[src/rtl/tqvp_pulse_gen_pkg.sv]
// Shared definitions for the TQVP pulse generator: default register
// addresses, CTRL bit positions, FSM state encoding and small helpers.
// Optional feature: TQVP_PULSE_GEN_SEG_EN adds the 7-segment decoder helper.
package tqvp_pulse_gen_pkg;

  localparam int unsigned DATA_W = 8;
  localparam int unsigned ADDR_W = 4;
  localparam int unsigned SEG_W  = 7;

  // Default register addresses
  localparam logic [ADDR_W-1:0] ADDR_CTRL_DEF  = 4'h0;
  localparam logic [ADDR_W-1:0] ADDR_COUNT_DEF = 4'h1;
  localparam logic [ADDR_W-1:0] ADDR_HIGH_DEF  = 4'h2;
  localparam logic [ADDR_W-1:0] ADDR_LOW_DEF   = 4'h3;
  localparam logic [ADDR_W-1:0] ADDR_PRESC_DEF = 4'h4;

  // CTRL write bits
  localparam int unsigned CTRL_START_BIT = 0;
  localparam int unsigned CTRL_ABORT_BIT = 1;
  // CTRL read bits
  localparam int unsigned CTRL_BUSY_BIT  = 0;
  localparam int unsigned CTRL_DONE_BIT  = 1;

  typedef enum logic [1:0] {
    ST_IDLE = 2'd0,
    ST_HIGH = 2'd1,
    ST_LOW  = 2'd2
  } state_e;

  // A programmed width of zero behaves as one tick
  function automatic logic [DATA_W-1:0] clamp_width(input logic [DATA_W-1:0] w);
    return (w == '0) ? DATA_W'(1) : w;
  endfunction

`ifdef TQVP_PULSE_GEN_SEG_EN
  // Common-cathode hex digit, result bit0 = segment A .. bit6 = segment G
  function automatic logic [SEG_W-1:0] seg_decode(input logic [3:0] d);
    logic [SEG_W-1:0] s;
    case (d)
      4'h0: s = 7'b0111111;
      4'h1: s = 7'b0000110;
      4'h2: s = 7'b1011011;
      4'h3: s = 7'b1001111;
      4'h4: s = 7'b1100110;
      4'h5: s = 7'b1101101;
      4'h6: s = 7'b1111101;
      4'h7: s = 7'b0000111;
      4'h8: s = 7'b1111111;
      4'h9: s = 7'b1101111;
      4'hA: s = 7'b1110111;
      4'hB: s = 7'b1111100;
      4'hC: s = 7'b0111001;
      4'hD: s = 7'b1011110;
      4'hE: s = 7'b1111001;
      default: s = 7'b1110001;
    endcase
    return s;
  endfunction
`endif

endpackage

[src/rtl/tqvp_pulse_prescaler.sv]
// Tick generator: tick is high once every (div+1) clk cycles, counting from
// the cycle after the last clear.
// Ports: clk, rst_n (sync, active-low), clear (restart the period),
//        div[7:0] (period minus one), tick (one-cycle strobe).
module tqvp_pulse_prescaler
  import tqvp_pulse_gen_pkg::*;
(
  input  logic              clk,
  input  logic              rst_n,
  input  logic              clear,
  input  logic [DATA_W-1:0] div,
  output logic              tick
);

  logic [DATA_W-1:0] cnt_q;
  logic [DATA_W-1:0] cnt_d;

  // Internal strobe decoded from the counter register
  assign tick = (cnt_q == div);

  // Count 0..div; div only changes together with clear, so no wrap
  always_comb begin
    cnt_d = cnt_q + DATA_W'(1);
    if (clear || tick) begin
      cnt_d = '0;
    end
  end

  always_ff @(posedge clk) begin
    if (!rst_n) begin
      cnt_q <= '0;
    end else begin
      cnt_q <= cnt_d;
    end
  end

endmodule

[src/rtl/tqvp_pulse_generator.sv]
// Programmable pulse-train generator with a small register interface.
// Ports: clk, rst_n (sync, active-low), ui_in (unused), uo_out (bit0 pulse,
//        bits 7:1 segment display or zero), address/data_write/data_in
//        (register write port), data_out (combinational read data).
// Optional feature: define TQVP_PULSE_GEN_SEG_EN to show remaining[3:0] as a
// hex digit on uo_out[7:1].
module tqvp_pulse_generator
  import tqvp_pulse_gen_pkg::*;
#(
  parameter logic [3:0] ADDR_CTRL  = ADDR_CTRL_DEF,
  parameter logic [3:0] ADDR_COUNT = ADDR_COUNT_DEF,
  parameter logic [3:0] ADDR_HIGH  = ADDR_HIGH_DEF,
  parameter logic [3:0] ADDR_LOW   = ADDR_LOW_DEF,
  parameter logic [3:0] ADDR_PRESC = ADDR_PRESC_DEF
) (
  input  logic       clk,
  input  logic       rst_n,
  input  logic [7:0] ui_in,
  output logic [7:0] uo_out,
  input  logic [3:0] address,
  input  logic       data_write,
  input  logic [7:0] data_in,
  output logic [7:0] data_out
);

  state_e            state_q, state_d;
  logic [DATA_W-1:0] wcnt_q, wcnt_d;
  logic [DATA_W-1:0] presc_act_q, presc_act_d;
  logic [DATA_W-1:0] remaining_q, remaining_d;
  logic [DATA_W-1:0] count_q, count_d;
  logic [DATA_W-1:0] high_q, high_d;
  logic [DATA_W-1:0] low_q, low_d;
  logic [DATA_W-1:0] presc_q, presc_d;
  logic              done_q, done_d;
  logic              pulse_q;
  logic              busy_c;
  logic              clear_c;
  logic              tick;
  logic              start_c;
  logic              abort_c;
  logic              unused_ok;

  assign unused_ok = &{1'b0, ui_in};
  assign busy_c    = (state_q != ST_IDLE);
  assign start_c   = data_write && (address == ADDR_CTRL) && data_in[CTRL_START_BIT];
  assign abort_c   = data_write && (address == ADDR_CTRL) && data_in[CTRL_ABORT_BIT];

  tqvp_pulse_prescaler u_presc (
    .clk   (clk),
    .rst_n (rst_n),
    .clear (clear_c),
    .div   (presc_act_q),
    .tick  (tick)
  );

  // Next-state: register writes, phase sequencing, abort override
  always_comb begin
    state_d     = state_q;
    wcnt_d      = wcnt_q;
    presc_act_d = presc_act_q;
    remaining_d = remaining_q;
    count_d     = count_q;
    high_d      = high_q;
    low_d       = low_q;
    presc_d     = presc_q;
    done_d      = done_q;
    clear_c     = 1'b0;

    if (data_write) begin
      if ((address == ADDR_COUNT) && !busy_c) count_d = data_in;
      if (address == ADDR_HIGH)  high_d  = data_in;
      if (address == ADDR_LOW)   low_d   = data_in;
      if (address == ADDR_PRESC) presc_d = data_in;
    end

    case (state_q)
      ST_IDLE: begin
        if (start_c) begin
          state_d     = ST_HIGH;
          wcnt_d      = clamp_width(high_q);
          presc_act_d = presc_q;
          clear_c     = 1'b1;
          remaining_d = count_q;
          done_d      = 1'b0;
        end
      end
      ST_HIGH: begin
        if (tick) begin
          if (wcnt_q == DATA_W'(1)) begin
            state_d     = ST_LOW;
            wcnt_d      = clamp_width(low_q);
            presc_act_d = presc_q;
            clear_c     = 1'b1;
            if ((count_q != '0) && (remaining_q != '0)) begin
              remaining_d = remaining_q - DATA_W'(1);
            end
          end else begin
            wcnt_d = wcnt_q - DATA_W'(1);
          end
        end
      end
      ST_LOW: begin
        if (tick) begin
          if (wcnt_q == DATA_W'(1)) begin
            // Continuous mode (N==0) never finishes on its own
            if ((count_q == '0) || (remaining_q != '0)) begin
              state_d     = ST_HIGH;
              wcnt_d      = clamp_width(high_q);
              presc_act_d = presc_q;
              clear_c     = 1'b1;
            end else begin
              state_d = ST_IDLE;
              done_d  = 1'b1;
            end
          end else begin
            wcnt_d = wcnt_q - DATA_W'(1);
          end
        end
      end
      default: state_d = ST_IDLE;
    endcase

    // Abort beats start and freezes remaining/done as they were
    if (abort_c) begin
      state_d     = ST_IDLE;
      remaining_d = remaining_q;
      done_d      = done_q;
    end
  end

  // State and register file
  always_ff @(posedge clk) begin
    if (!rst_n) begin
      state_q     <= ST_IDLE;
      wcnt_q      <= '0;
      presc_act_q <= '0;
      remaining_q <= '0;
      count_q     <= DATA_W'(1);
      high_q      <= DATA_W'(1);
      low_q       <= DATA_W'(1);
      presc_q     <= '0;
      done_q      <= 1'b0;
      pulse_q     <= 1'b0;
    end else begin
      state_q     <= state_d;
      wcnt_q      <= wcnt_d;
      presc_act_q <= presc_act_d;
      remaining_q <= remaining_d;
      count_q     <= count_d;
      high_q      <= high_d;
      low_q       <= low_d;
      presc_q     <= presc_d;
      done_q      <= done_d;
      pulse_q     <= (state_d == ST_HIGH);
    end
  end

`ifdef TQVP_PULSE_GEN_SEG_EN
  logic [SEG_W-1:0] seg_q;

  // Display register tracks remaining on the same edge
  always_ff @(posedge clk) begin
    if (!rst_n) begin
      seg_q <= seg_decode(4'h0);
    end else begin
      seg_q <= seg_decode(remaining_d[3:0]);
    end
  end

  assign uo_out = {seg_q, pulse_q};
`else
  assign uo_out = {7'b0, pulse_q};
`endif

  // Read mux
  always_comb begin
    data_out = '0;
    if (address == ADDR_CTRL) begin
      data_out[CTRL_BUSY_BIT] = busy_c;
      data_out[CTRL_DONE_BIT] = done_q;
    end else if (address == ADDR_COUNT) begin
      data_out = remaining_q;
    end else if (address == ADDR_HIGH) begin
      data_out = high_q;
    end else if (address == ADDR_LOW) begin
      data_out = low_q;
    end else if (address == ADDR_PRESC) begin
      data_out = presc_q;
    end
  end

endmodule
[config.mk]
export PLATFORM = sky130hd
export DESIGN_NAME = tqvp_pulse_generator
export DESIGN_NICKNAME = d
export VERILOG_FILES = /design/src/rtl/tqvp_pulse_gen_pkg.sv /design/src/rtl/tqvp_pulse_prescaler.sv /design/src/rtl/tqvp_pulse_generator.sv
export SDC_FILE = /design/constraint.sdc
export NUM_CORES = 1
export LEC_CHECK = 0
export ABC_AREA = 1
export BUFFER_PORTS_ARGS = -buffer_cell sky130_fd_sc_hd__buf_4
export CORE_ASPECT_RATIO = 1.75
export CORE_MARGIN = 3
export CORE_UTILIZATION = 30
export DETAILED_ROUTE_END_ITERATION = 8
export GPL_ROUTABILITY_DRIVEN = 0
export PLACE_DENSITY_LB_ADDON = 0.08
export SYNTH_ARGS = -nofsm -noshare
export SYNTH_HDL_FRONTEND = slang
export SYNTH_SLANG_ARGS = --single-unit
[constraint.sdc]
create_clock -name clk -period 2.7 [get_ports clk]
set_input_delay 0.135 -clock clk [delete_from_list [all_inputs] [get_ports clk]]
set_output_delay 0.135 -clock clk [all_outputs]
set_load 0.01 [all_outputs]
==> summary.txt, run 1 <==
Timing
  – Final max-slew violation count: 0
  – Worst-margin pin slew: 603.9 ps
  – Final Cycle Share: 0.7880
  – Fin crit period: approximately 2100 ps
  – Final Hold Vio Count: 0
  – Total Neg Setup Slack: 0 ps
  – Rel. slew slack: 0.5963
  – Highest clock rate: about 470 MHz
  – WHS: 94.50 ps
  – Setup repair after global routing missed its margin: no
  – Clk_skew: 11.03 ps
  – Final setup fails: 0

Routing
  – Met3 Wirelength: 347 um
  – DRC violations left: 0
  – Detail Route Antenna Nets: 0
  – TritonRoute pass-1 iters: 4
  – Highest metal used: met4
  – Drt initial violations: 143
  – Drt wl/cell: 15.38 um
  – Total Wirelength: 12520 um
  – M1 WL: 4791 um
  – Vias: 3840
  – Met2 WL: 6698 um
  – Vias/cell: between 4 and 5

Clock tree
  – TritonCTS clock tree: yes
  – CTS buffer count: 9
  – # resized after CTS: 0
  – Number of setup buffers added after CTS: 0
  – CTS H-Tree Depth: 3
  – CTS Sinks: 68
  – Clk pin slew, worst setup/hold paths: 60 ps
  – Max clock buf depth: 2
  – Root buffer cell: clkbuf_16
  – CTS Hold Bufs: 0
  – Clk_lat worst skew: roughly 340 ps

Floorplan
  – # IOs: 39
  – Die footprint: roughly 15000 um^2
  – Row count: 55
  – Core area: ~13000 um^2
  – DIE HEIGHT: 159.4 um
  – Horiz. Die Dim: 93.66 um
  – Starting Density: 0.3085

GRT
  – Gr usage total: 0.1778
  – Largest net degree at the start of global routing: 41
  – Vias in the first global route: 3899
  – First-pass GRT wire length: just over 20000 um
  – Antenna violations before repair: 0
  – Grt ovf: 0

Setup path
  – Crit path launch type: register
  – Worst r2r dst: wcnt_q[2]
  – Crit Path Category: register to register
  – Worst r2r src: state_q[0]
  – Critical Path Most Common Cell: nor2_1
  – Worst-path cell chain: inv_1 > ha_1 > inv_2 > nand2_1 > nor2_1 > nor2_2 > nand4_2 > nor2_1 > nor2_1
  – Critical Path Max Stage Delay: between 400 and 500 ps
  – CP Max Fanout: 10
  – R2R setup slack: between 500 and 600 ps
  – CP arrival: approximately 2400 ps
  – Worst path required time: 2930 ps
  – Worst R2R Path Depth: 9
  – Worst Path Buf+Inv: 2
  – Worst setup EP type: register
  – CP top delay family: simple AND/OR/NAND/NOR gates
  – Slowest stage cell on the critical path: ha_1

Logic synthesis
  – Cell variety after synth: 38
  – Top-area cell type share of the netlist area: 0.3375
  – Post-synth ARST share: 0
  – Post-synthesis sequential area ratio: 0.3375
  – #FFs+latches synth: between 60 and 70
  – Mapped Cells: ~620
  – Yosys warns: 0
  – Syn Area/Cell: 6.496 um^2
  – Number of flops mapped to enable cells by yosys: 0
  – Largest area contributor in the netlist: dfxtp_1
  – Post-synth design cell area: 4034 um^2
  – Synth area leaders: dfxtp_1 (34%), nand2_1 (11%), nor2_1 (9.1%)
  – Most common cell in the netlist: nand2_1
  – Primary FF master, synth: dfxtp_1
  – Post-synth top cells: nand2_1 (113), nor2_1 (98), inv_1 (79), dfxtp_1 (68), o21ai_0 (62)

Worst hold path
  – Hold endpoint: high_q[7]
  – Min-delay src: data_in[7]
  – Min-delay worst type: input pin to register
  – WHS Path Cells: 3

Placement
  – DP Cell Count: 798
  – Port bufs: 23
  – Hpwl dp: between 9000 and 10000 um

Layout
  – Final core occ: 0.3534
  – Final net count: 670
  – Layout cells sized above 1: 0.1244
  – Antenna Cells: 0
  – Post-Layout Cell Count: 814
  – Area delta synth->final: 14.55%

Power and ir drop
  – Lkg Pwr: about 2.1 nW
  – Max IR drop VDD: about 280 uV
  – PD cells: 551.1 nW/um^2

Flow run
  – Maximum capacitance violations: 0

Status
  – Status: complete, no violations
power by group:
part	internal (mW)	switching [mW]	leakage, nW
Sequential	1.03	0.0204	0.550
Clock	0.723	0.487	0.143
Combinational	0.0936	0.193	1.37
Total	1.85	0.701	2.06
placed cells by master (no fill, tap or decap), types with 8 or more instances in the layout:
master,synthesis,final
nor3_1,8,8
nand2_2,9,9
nand3_1,39,39
a21oi_1,43,43
nor2_2,10,10
buf_4,9,25
dfxtp_1,68,68
nor2_1,98,98
inv_1,79,79
clkbuf_16,0,9
ha_1,9,9
nand2_1,113,113
o21ai_0,62,62
routing by layer:
metal  track usage  vias to the layer above
met5             0                        -
met4        0.1045                        0
met3       0.03121                       28
met2        0.3258                       60
met1        0.1833                     1736
li1              -                     2016
sequential cells by signal (all words and copies together), names as in the netlist, 8 cells and up:
name / count
presc_q: 8
high_q: 8
u_presc.cnt_q: 8
low_q: 8
count_q: 8
wcnt_q: 8
presc_act_q: 8
remaining_q: 8
cell type report:
type                       count  area, um^2
inverter                      87       327.8
clock buffer                  10       229.0
sequential                    68        1361
timing repair buffer          25       187.7
multi-input combinational    447        2228
fill                        1473        8454
clock inverter                 6       72.57
tap                          171       214.0
through the flow:
stage	setup slack, ps	power (mW)	cell area, um^2
after floorplan	1094	1.262	4056
after global placement	583.4	1.359	4319
after detailed placement	566.9	1.360	4319
after CTS	543.4	2.584	4621
after global routing	305.3	2.659	4621
final	572.3	2.547	4621
worst max path at each step:
stage / slack [ps] / to / startpoint / depth (start not counted)
floorplan: 1090 / wcnt_q[2] / state_q[1] / 8
global placement: 580 / wcnt_q[2] / state_q[0] / 9
detailed placement: 570 / wcnt_q[6] / state_q[0] / 9
CTS: 540 / wcnt_q[2] / state_q[0] / 9
global route: 310 / wcnt_q[6] / state_q[0] / 10
finish: 570 / wcnt_q[2] / state_q[0] / 9
cell families (layout without fill, tap and decap cells):
family          Yosys count  after routing  synth area share
compound gates          130            130            0.1756
xor+xnor                  8              8           0.01737
fa+ha+maj                 9              9           0.02792
buf+inv                 112            128            0.1157
flops                    68             68            0.3375
other cells               1              7         0.0009296
simple gates            293            293            0.3251
worst reg2reg max path, stage by stage, from the launching register on:
cell,delay (ps)
dfxtp_1,340
inv_1,90
ha_1,420
inv_2,170
nand2_1,130
nor2_1,70
nor2_2,260
nand4_2,300
nor2_1,180
nor2_1,50
No activity file was read; power rests on OpenSTA's default activity.
==> inputs of run 2 (changes only) <==
==> constraint.sdc (replaced) <==
create_clock -name clk -period 1.8 [get_ports clk]
set_input_delay 0.09 -clock clk [delete_from_list [all_inputs] [get_ports clk]]
set_output_delay 0.09 -clock clk [all_outputs]
set_load 0.01 [all_outputs]
==> summary.txt, run 2 (synthesis results as in run 1) <==
Status
  – Status: complete, no violations

Timing
  – Highest clock rate: approximately 590 MHz
  – Final Hold Vio Count: 0
  – Rel. slew slack: 0.6619
  – Final max-slew violation count: 0
  – Final Cycle Share: 0.9424
  – Final setup fails: 0
  – Clk_skew: 10.87 ps
  – WHS: 43.35 ps
  – Fin crit period: 1696 ps
  – Worst-margin pin slew: 505.8 ps

Routing
  – Detail Route Antenna Nets: 0
  – Drt initial violations: 140
  – Drt wl/cell: 15.30 um
  – Vias: 3999
  – Total Wirelength: between 10000 and 15000 um
  – Vias/cell: around 4.7
  – DRC violations left: 0
  – TritonRoute pass-1 iters: 4

Power and ir drop
  – Clock group share of total power: 0.471
  – Lkg Pwr: 2.236 nW
  – Psw: 1.079 mW
  – Power, Total: 3.880 mW
  – Max IR drop VDD: 411.5 uV
  – PD cells: approximately 780 nW/um^2
  – Comb pwr share: 0.124
  – Share of power burned in registers: 0.405
  – Switch share: 0.2781
  – Int Pwr: roughly 2.8 mW

Setup path
  – CP arrival: roughly 1900 ps
  – Slowest stage cell on the critical path: dfxtp_1
  – Worst setup EP type: register
  – Worst path required time: 2030 ps
  – Worst-path cell chain: inv_1 > ha_2 > inv_2 > buf_4 > nor2_1 > nor2_4 > buf_4 > nand3_1 > nand2_1 > nor2_1
  – Critical Path Max Stage Delay: 380 ps
  – Crit path launch type: register
  – CP Max Fanout: 8
  – Crit Path Category: register to register

Clock tree
  – CTS Sinks: 68
  – CTS buffer count: 9
  – TritonCTS clock tree: yes
  – Root buffer cell: clkbuf_16
  – Max clock buf depth: 2
  – CTS H-Tree Depth: 3
  – Clk pin slew, worst setup/hold paths: about 60 ps
  – Clk_lat worst skew: 340 ps

GRT
  – Antenna violations before repair: 0
  – Grt met3 use: 0.03168
  – GR Util met2: 0.3392
  – Most Crowded Layer GR: met2
  – Largest net degree at the start of global routing: 20
  – First-pass GRT wire length: 20350 um
  – Grt ovf: 0
  – Global Route met1 Usage: 0.1804
  – Gr usage total: 0.1793
  – Vias in the first global route: between 3000 and 4000

Floorplan
  – DIE HEIGHT: 159.4 um
  – Core area: 13080 um^2
  – Row count: 55
  – Horiz. Die Dim: between 90 and 100 um
  – # IOs: 39
  – Starting Density: 0.3085
  – Die footprint: 14930 um^2

Layout
  – Antenna Cells: 0
  – Final net count: 707
  – Layout cells sized above 1: 0.1956
  – Most common library cell in the layout ignoring fill and taps: nand2_1
  – # fillers: about 1400
  – Leading cell types in the layout, fill and taps excluded: nand2_1 (113), nor2_1 (93), inv_1 (77)
  – Area delta synth->final: 23.01%

Flow run
  – Maximum capacitance violations: 0

Worst hold path
  – Min-delay worst type: input pin to register

Placement
  – Hpwl dp: 10340 um
  – Port bufs: 23
-- run 2: cell count changes in the layout (fill, tap and decap cells not counted), moves of 4 or more --
cell,delta
nor2_1,-5
ha_2,+4
ha_1,-4
nor2_2,+5
buf_4,+35
dfxtp_1,-4
dfxtp_2,+4
nand2_4,+4
-- run 2: worst max-delay path, delay by kind of cell (launching register included) --
kind | cells | cell delay, ps
buffers and inverters | 4 | 480
AND/OR/NAND/NOR | 5 | 460
flip-flops | 1 | 380
adder cells (fa/ha/maj) | 1 | 260
-- run 2: layout make-up --
| type | count | area [um^2] | area share |
|---|---|---|---|
| clock buffers | 10 | 229.0 | 0.04614 |
| clock inverters | 6 | 72.57 | 0.01462 |
| inverters | 87 | 327.8 | 0.06606 |
| multi-input cells | 449 | 2302 | 0.4639 |
| flip-flops and latches | 68 | 1366 | 0.2753 |
| well taps | 171 | 214.0 | 0.04312 |
| repair buffers | 60 | 450.4 | 0.09077 |
-- run 2: worst paths after layout --
path / startpoint / to / slack [ps] / cells past startpoint
worst max-delay path: state_q[0] / presc_act_q[1] / 100 / 10
worst min-delay path: data_in[6] / low_q[6] / 40 / 3
worst max register to register: state_q[0] / presc_act_q[1] / 100 / 10
worst min register to register: u_presc.cnt_q[0] / u_presc.cnt_q[0] / 450 / 1
-- run 2: per-stage QoR --
step | instance area [um^2] | setup TNS (ps) | std cells | util | setup slack (ps)
after detailed placement | 4559 | 0 | 830 | 0.3487 | 40.58
after global routing | 4962 | -70.65 | 851 | 0.3795 | -24.48
after floorplan | 4056 | 0 | 627 | - | 194.5
after global placement | 4559 | 0 | 830 | 0.3487 | 59.30
after CTS | 4861 | 0 | 846 | 0.3718 | 18.41
final | 4962 | 0 | 851 | 0.3795 | 103.7
-- run 2: routing by layer --
layer / vias up / wire length [um]
met5: - / 0
met3: 29 / 263
met2: 67 / 7272
met4: 0 / 633
met1: 1807 / 4855
li1: 2096 / -
-- run 2: power groups by stage --
stage	sequential, mW	combinational, mW	clock (mW)
floorplan	1.60	0.295	0
global placement	1.60	0.461	0
detailed placement	1.60	0.463	0
CTS	1.57	0.466	1.87
global route	1.58	0.540	1.94
finish	1.57	0.481	1.83
-- run 2: timing repair --
item | 4_1_cts | 5_1_grt
setup buffers | 0 | 3
hold buffers | 0 | 0
resized for setup | 0 | 22
endpoints found under the setup margin | 0 | 27
